--- src/rtl/muldiv_pkg.sv ---
// Shared types and helpers for the execute-stage multiply/divide sequencer.
// State encoding, divider iteration count and the conditional negate helpers.
package muldiv_pkg;

  localparam int DATA_W     = 32;
  localparam int DIV_CYCLES = 32;
  localparam int CNT_W      = 6;

  typedef enum logic [1:0] {
    ST_IDLE    = 2'd0,
    ST_MUL_RUN = 2'd1,
    ST_DIV_RUN = 2'd2,
    ST_DONE    = 2'd3
  } state_e;

  // Two's-complement negate when neg is set; used for operand magnitudes and result sign fix.
  function automatic logic [DATA_W-1:0] sign_fix32(input logic [DATA_W-1:0] v, input logic neg);
    return neg ? (~v + 1'b1) : v;
  endfunction

  function automatic logic [2*DATA_W-1:0] sign_fix64(input logic [2*DATA_W-1:0] v, input logic neg);
    return neg ? (~v + 1'b1) : v;
  endfunction

endpackage

--- src/rtl/muldiv_ctrl_if.sv ---
// E-stage operand/command bundle and HI/LO result bundle for muldiv_ctrl.
// The pipeline side drives through master; the sequencer takes slave.
interface muldiv_ctrl_if;

  logic                          mul_startE;
  logic                          div_startE;
  logic                          signedE;
  logic [muldiv_pkg::DATA_W-1:0] srcaE;
  logic [muldiv_pkg::DATA_W-1:0] srcbE;
  logic                          flush_except;
  logic                          mut_div_stallE;
  logic [muldiv_pkg::DATA_W-1:0] hi_o;
  logic [muldiv_pkg::DATA_W-1:0] lo_o;
  logic                          result_validE;

  modport master (
    output mul_startE, div_startE, signedE, srcaE, srcbE, flush_except,
    input  mut_div_stallE, hi_o, lo_o, result_validE
  );

  modport slave (
    input  mul_startE, div_startE, signedE, srcaE, srcbE, flush_except,
    output mut_div_stallE, hi_o, lo_o, result_validE
  );

endinterface

--- src/rtl/muldiv_ctrl_div_step.sv ---
// One restoring-division step: shift the partial remainder left, trial-subtract
// the divisor from the upper half and shift in the resulting quotient bit.
module div_step
  import muldiv_pkg::*;
(
  input  logic [2*DATA_W-1:0] rem_i,
  input  logic [DATA_W-1:0]   divisor_i,
  output logic [2*DATA_W-1:0] rem_o,
  output logic                q_o
);

  // Upper half after the shift needs one extra bit; the difference one more for the borrow.
  logic [DATA_W:0]   top_d;
  logic [DATA_W+1:0] diff_d;

  always_comb begin
    top_d  = rem_i[2*DATA_W-1:DATA_W-1];
    diff_d = {1'b0, top_d} - {2'b00, divisor_i};
    q_o    = ~diff_d[DATA_W+1];
    if (q_o) begin
      rem_o = {diff_d[DATA_W-1:0], rem_i[DATA_W-2:0], 1'b1};
    end else begin
      rem_o = {rem_i[2*DATA_W-2:0], 1'b0};
    end
  end

endmodule

--- src/rtl/muldiv_ctrl.sv ---
// Multiply/divide sequencer for the E stage: 2-cycle multiply, 32-step restoring divide,
// stall to the hazard unit until HI/LO is ready. Optional MULDIV_DIV_ZERO_FAST_EN short-cuts x/0.
module muldiv_ctrl #(
  parameter int DIV_CYCLES = muldiv_pkg::DIV_CYCLES
) (
  input  logic          clk,
  input  logic          resetn,
  muldiv_ctrl_if.slave  bus
);

  import muldiv_pkg::*;

  localparam logic [CNT_W-1:0] LAST_ITER = CNT_W'(DIV_CYCLES - 1);

  state_e                  state_q;
  logic [CNT_W-1:0]        cnt_q;
  logic [DATA_W-1:0]       a_q;
  logic [DATA_W-1:0]       b_q;
  logic [2*DATA_W-1:0]     rem_q;
  logic                    sign_q;
  logic                    sign_r_q;
  logic [DATA_W-1:0]       hi_q;
  logic [DATA_W-1:0]       lo_q;
  logic                    valid_q;

  logic                    neg_a_d;
  logic                    neg_b_d;
  logic [DATA_W-1:0]       a_mag_d;
  logic [DATA_W-1:0]       b_mag_d;
  logic [2*DATA_W-1:0]     prod_d;
  logic [2*DATA_W-1:0]     rem_d;
  logic                    qbit_d;
  logic                    div_zero_fast_d;

  assign neg_a_d = bus.signedE & bus.srcaE[DATA_W-1];
  assign neg_b_d = bus.signedE & bus.srcbE[DATA_W-1];
  assign a_mag_d = sign_fix32(bus.srcaE, neg_a_d);
  assign b_mag_d = sign_fix32(bus.srcbE, neg_b_d);
  assign prod_d  = (2*DATA_W)'(a_q) * (2*DATA_W)'(b_q);

`ifdef MULDIV_DIV_ZERO_FAST_EN
  assign div_zero_fast_d = (bus.srcbE == '0);
`else
  assign div_zero_fast_d = 1'b0;
`endif

  div_step u_div_step (
    .rem_i     (rem_q),
    .divisor_i (b_q),
    .rem_o     (rem_d),
    .q_o       (qbit_d)
  );

  always_ff @(posedge clk or negedge resetn) begin
    if (!resetn) begin
      state_q  <= ST_IDLE;
      cnt_q    <= '0;
      a_q      <= '0;
      b_q      <= '0;
      rem_q    <= '0;
      sign_q   <= 1'b0;
      sign_r_q <= 1'b0;
      hi_q     <= '0;
      lo_q     <= '0;
      valid_q  <= 1'b0;
    end else if (bus.flush_except) begin
      // Abandon whatever is in flight; HI/LO keep the last completed result.
      state_q <= ST_IDLE;
      cnt_q   <= '0;
      valid_q <= 1'b0;
    end else begin
      valid_q <= 1'b0;
      unique case (state_q)
        ST_IDLE: begin
          if (bus.div_startE && div_zero_fast_d) begin
            hi_q    <= bus.srcaE;
            lo_q    <= '1;
            valid_q <= 1'b1;
            state_q <= ST_DONE;
          end else if (bus.div_startE || bus.mul_startE) begin
            a_q      <= a_mag_d;
            b_q      <= b_mag_d;
            rem_q    <= {{DATA_W{1'b0}}, a_mag_d};
            sign_q   <= neg_a_d ^ neg_b_d;
            sign_r_q <= neg_a_d;
            cnt_q    <= '0;
            state_q  <= bus.div_startE ? ST_DIV_RUN : ST_MUL_RUN;
          end
        end

        ST_MUL_RUN: begin
          {hi_q, lo_q} <= sign_fix64(prod_d, sign_q);
          valid_q      <= 1'b1;
          state_q      <= ST_DONE;
        end

        ST_DIV_RUN: begin
          rem_q <= rem_d;
          if (cnt_q == LAST_ITER) begin
            // Final step: quotient sits in the low half, remainder in the high half.
            lo_q    <= sign_fix32({rem_d[DATA_W-1:1], qbit_d}, sign_q);
            hi_q    <= sign_fix32(rem_d[2*DATA_W-1:DATA_W], sign_r_q);
            valid_q <= 1'b1;
            state_q <= ST_DONE;
          end else begin
            cnt_q <= cnt_q + 1'b1;
          end
        end

        ST_DONE: begin
          // Start is still asserted here because the instruction has not left E yet.
          state_q <= ST_IDLE;
        end

        default: state_q <= ST_IDLE;
      endcase
    end
  end

  assign bus.mut_div_stallE = resetn & ~bus.flush_except &
                              (((state_q == ST_IDLE) & (bus.mul_startE | bus.div_startE)) |
                               (state_q == ST_MUL_RUN) | (state_q == ST_DIV_RUN));
  assign bus.hi_o           = hi_q;
  assign bus.lo_o           = lo_q;
  assign bus.result_validE  = valid_q;

endmodule

--- src/flat_wrapper.sv ---
// flat-port wrapper written by rule: the top's interface ports become plain ports
module muldiv_ctrl_flat import muldiv_pkg::*;
#(
  parameter int DIV_CYCLES = muldiv_pkg::DIV_CYCLES
)
  (clk, resetn, bus_mul_startE, bus_div_startE, bus_signedE, bus_srcaE, bus_srcbE, bus_flush_except, bus_mut_div_stallE, bus_hi_o, bus_lo_o, bus_result_validE);
  muldiv_ctrl_if bus_i ();
  input  logic clk;
  input  logic resetn;
  input wire logic [$bits(bus_i.mul_startE)-1:0] bus_mul_startE;
  input wire logic [$bits(bus_i.div_startE)-1:0] bus_div_startE;
  input wire logic [$bits(bus_i.signedE)-1:0] bus_signedE;
  input wire logic [$bits(bus_i.srcaE)-1:0] bus_srcaE;
  input wire logic [$bits(bus_i.srcbE)-1:0] bus_srcbE;
  input wire logic [$bits(bus_i.flush_except)-1:0] bus_flush_except;
  output wire logic [$bits(bus_i.mut_div_stallE)-1:0] bus_mut_div_stallE;
  output wire logic [$bits(bus_i.hi_o)-1:0] bus_hi_o;
  output wire logic [$bits(bus_i.lo_o)-1:0] bus_lo_o;
  output wire logic [$bits(bus_i.result_validE)-1:0] bus_result_validE;
  assign bus_i.mul_startE = bus_mul_startE;
  assign bus_i.div_startE = bus_div_startE;
  assign bus_i.signedE = bus_signedE;
  assign bus_i.srcaE = bus_srcaE;
  assign bus_i.srcbE = bus_srcbE;
  assign bus_i.flush_except = bus_flush_except;
  assign bus_mut_div_stallE = bus_i.mut_div_stallE;
  assign bus_hi_o = bus_i.hi_o;
  assign bus_lo_o = bus_i.lo_o;
  assign bus_result_validE = bus_i.result_validE;
  muldiv_ctrl #(.DIV_CYCLES(DIV_CYCLES)) u_core (.clk(clk), .resetn(resetn), .bus(bus_i));
endmodule
--- config.mk ---
export PLATFORM = sky130hd
export DESIGN_NAME = muldiv_ctrl_flat
export DESIGN_NICKNAME = d
export VERILOG_FILES = /design/src/rtl/muldiv_pkg.sv /design/src/rtl/muldiv_ctrl_if.sv /design/src/rtl/muldiv_ctrl_div_step.sv /design/src/rtl/muldiv_ctrl.sv /design/src/flat_wrapper.sv
export SDC_FILE = /design/constraint.sdc
export NUM_CORES = 2
export LEC_CHECK = 0
export BUFFER_PORTS_ARGS = -buffer_cell sky130_fd_sc_hd__buf_2
export CAP_MARGIN = 40
export CORE_UTILIZATION = 42
export DETAILED_ROUTE_END_ITERATION = 6
export PLACE_DENSITY = 0.59
export RECOVER_POWER = 100
export SLEW_MARGIN = 10
export SYNTH_ARGS = -nofsm -noshare
export SYNTH_HDL_FRONTEND = slang
export SYNTH_HIERARCHICAL = 1
export SYNTH_SLANG_ARGS = --single-unit
--- constraint.sdc ---
create_clock -name clk -period 7.9 [get_ports clk]
set_input_delay 0.395 -clock clk [delete_from_list [all_inputs] [get_ports clk]]
set_output_delay 0.395 -clock clk [all_outputs]
set_load 0.005 [all_outputs]
==> impl_metrics.py <==
metrics = {
    "run_status": {
        "outcome": "finished, violations left",
        "violations": "max-capacitance violations, max-slew violations, negative setup slack",
    },
    "setup_path": {
        "critPathRequiredTime_ns": 8.35,
        "arrival_ns": 9.49,
        "cp-end-kind": "flop",
        "worstSetupPathType": "reg2reg",
        "startpoint": "u_core/a_q[12]$_DFFE_PN0P_",
        "cp_max_fo": 5,
        "critPathLaunchType": "flop",
        "slowest_stage": "fa_2",
        "reg2reg_from": "u_core/a_q[12]$_DFFE_PN0P_",
        "slowest_delay_ns": 0.56,
        "crit_top_cell": "fa_1",
    },
    "place": {
        "place.detailed.hpwl_um": 138000,
        "numPortBuffers": 135,
        "dp.cells": 7644,
        "finalWeightedCongestion": 0.952,
        "dp_slack_ns": -1.37,
    },
    "timing": {
        "hold_viol_final": 0,
        "clock_skew_ns": 0.0256,
        "min_period_ns": 9.04,
        "period_share_pct": 114,
        "max-slew-margin-rel_pct": -301,
        "max_slew.worst_pin.slew_ns": 6.02,
        "max_freq_mhz": 111,
        "maxSlewViolCount": 336,
        "rsz0062_at_grt": "yes",
        "setup_viol": 43,
        "setup_slack_ns": -1.14,
    },
    "synth": {
        "synth-edff-count": 0,
        "synth_area_per_cell_um2": 8.57,
        "syn-cell-area_um2": 48800,
        "ys_seq_area_share_pct": 10.4,
        "ys_async_sr_fraction_pct": 100,
        "synthCells": 5697,
        "synth_cell_type_count": 101,
        "synth_nets": 6968,
        "ys_seq_elements": 203,
        "synthFlopType": "dfrtp_1",
        "yosys_warnings": 6,
    },
    "detailed_routing": {
        "vias_per_cell": 5.35,
        "wl_um": 165000,
        "post_drt_wl_per_cell_um": 21.2,
        "first_pass_iters": 5,
        "drtIter0Drc": 2895,
        "antenna_left": 0,
        "drc": 0,
        "vias": 41500,
    },
    "cts": {
        "clkSlewWorstSetupHoldPaths_ns": 0.06,
        "tritoncts": "done",
        "clock_path_buffers": 3,
        "clockRootBuffer": "clkbuf_16",
        "clk_latency_ns": 0.62,
        "cts-buffers-inserted": 26,
        "htreeDepth": 1,
        "cts.sinks": 203,
    },
    "cells_and_area": {
        "drive_above_1_share_pct": 19.1,
        "post-route-util_pct": 51.4,
        "layoutNonFillerInstCount": 7767,
        "syn_to_final_growth_pct": 20.9,
        "num-nets-final": 7501,
    },
    "hold_path": {
        "hold_start": "bus_srcbE[1]",
        "hold_class": "in2reg",
    },
    "global_route": {
        "grt_usage_pct": 28.5,
        "grt_max_degree": 99,
        "grt_first_pass_wirelength_um": 257000,
        "first_global_vias": 42900,
        "grt-ovfl-total": 0,
        "antenna_found_initial": 13,
    },
    "job": {
        "cap_viol_max_count": 6,
    },
    "floorplanning": {
        "fp.coreArea_um2": 115000,
        "std_cell_rows": 124,
        "io_pins": 136,
        "die_w_um": 343,
        "initial_core_util_pct": 42.5,
        "dieHeight_um": 343,
        "die_area_um2": 118000,
    },
}
placed cells by master (no fill, tap or decap), types with 23 or more instances in the layout:
master	n
or3_1	23
inv_1	917
ha_1	279
xor2_1	114
nor2_1	160
buf_12	51
clkbuf_1	56
dfrtp_1	184
nand4_1	33
o21ai_1	45
o31ai_1	35
nand2_1	836
buf_6	42
xnor2_1	95
o21ai_2	31
fa_1	877
and2_1	581
a21o_1	29
buf_2	102
a21oi_2	32
o21ai_0	262
a22o_1	32
a21oi_1	172
nand3_1	28
buf_4	595
nor3_1	32
clkbuf_16	27
cell usage after synthesis (22+ instances only):
| cell | n | share of area, % |
|---|---|---|
| a21oi_1 | 201 | 2.1 |
| nand2_1 | 848 | 6.5 |
| o21ai_0 | 318 | 3.3 |
| o31ai_1 | 49 | 0.75 |
| nor3_1 | 41 | 0.42 |
| fa_1 | 897 | 37 |
| inv_1 | 921 | 7.1 |
| dfrtp_1 | 203 | 10 |
| clkbuf_1 | 283 | 2.2 |
| a21o_1 | 30 | 0.46 |
| nand3_1 | 32 | 0.33 |
| a31oi_1 | 27 | 0.35 |
| nand4_1 | 33 | 0.42 |
| or3_1 | 29 | 0.37 |
| xor2_1 | 123 | 2.2 |
| or4_1 | 23 | 0.35 |
| ha_1 | 304 | 7.8 |
| and2_1 | 595 | 7.6 |
| buf_4 | 36 | 0.55 |
| a22o_1 | 32 | 0.57 |
| nor4_1 | 22 | 0.28 |
| o21ai_1 | 37 | 0.38 |
| xnor2_1 | 120 | 2.2 |
| nor2_1 | 171 | 1.3 |
worst paths after layout:
kind | endpoint | depth (start not counted) | slack [ns]
max reg2reg | u_core/bus.hi_o[17]$_DFFE_PN0P_ | 29 | -1.14
max in group asynchronous | u_core/sign_q$_DFFE_PN0P_ | 4 | 1.41
min in group asynchronous | u_core/cnt_q[1]$_DFFE_PN0P_ | 2 | 2.51
min reg2reg | u_core/bus.hi_o[16]$_DFFE_PN0P_ | 2 | 0.48
min | u_core/b_q[1]$_DFFE_PN0P_ | 3 | 0.08
max | u_core/bus.hi_o[17]$_DFFE_PN0P_ | 29 | -1.14
timing repair:
action,CTS,global route
resized for setup,291,143
setup buffers,41,27
hold buffers,1,0
gates cloned,2,2
endpoints found under the hold margin,91,0
pin swaps,93,89
setup endpoints to repair,44,48
cells by family (layout without fill, tap and decap cells):
| kind of cell | after synthesis | in the layout | synth area share (%) |
|---|---|---|---|
| other cells | 0 | 7 | 0 |
| fa+ha+maj | 1201 | 1201 | 44.6 |
| mux | 14 | 14 | 0.344 |
| buf+inv | 1277 | 1828 | 10.2 |
| compound gates | 859 | 859 | 10.9 |
| xor+xnor | 243 | 243 | 4.36 |
| flops | 203 | 203 | 10.4 |
| simple gates | 1900 | 1900 | 19.2 |
state kept, by name (all words and copies together) (netlist names):
signal and count:
u_core/rem_q 64, u_core/a_q 32, u_core/b_q 32, u_core/bus.hi_o 32, u_core/bus.lo_o 32, u_core/cnt_q 6, u_core/state_q 2, u_core/bus.result_validE 1
u_core/sign_q 1, u_core/sign_r_q 1
per-stage QoR:
step	TNS (ns)	hold slack, ns	instance area, um2
after floorplan	-6.32	0.0994	49100
after global placement	-42.48	0.454	55500
after detailed placement	-43.67	0.456	55700
after CTS	-25.45	0.0640	58200
after global routing	-46.60	0.0812	59000
final	-33.15	0.0848	59000
metal layers:
metal	vias to the layer above	track usage [%]	routed length, um
li1	18800	-	-
met1	21200	41.5	74300
met2	1298	44.5	73700
met3	224	4.84	12100
met4	6	6.14	4560
met5	-	0	29
layout make-up:
type	instances	area [um2]
clock buffer	36	748
timing repair buffer	858	6990
multi-input combinational	4217	40700
clock inverter	10	103
antenna	7	17.5
sequential	203	5100
tap	1512	1890
fill	10900	55800
inverter	924	3470
critical path: cells and delay by family (launching register included):
family,cells,cell delay [ns]
buffers and inverters,6,0.51
and+or+nand+nor,9,2.89
AOI/OAI and AO/OA,4,0.55
DFF,1,0.43
adders and majority gates,9,4.27
xor gates and xnor gates,1,0.21
Power is not shown: default switching activity piles up to over one toggle a cycle in this logic, so the estimate is an artifact.
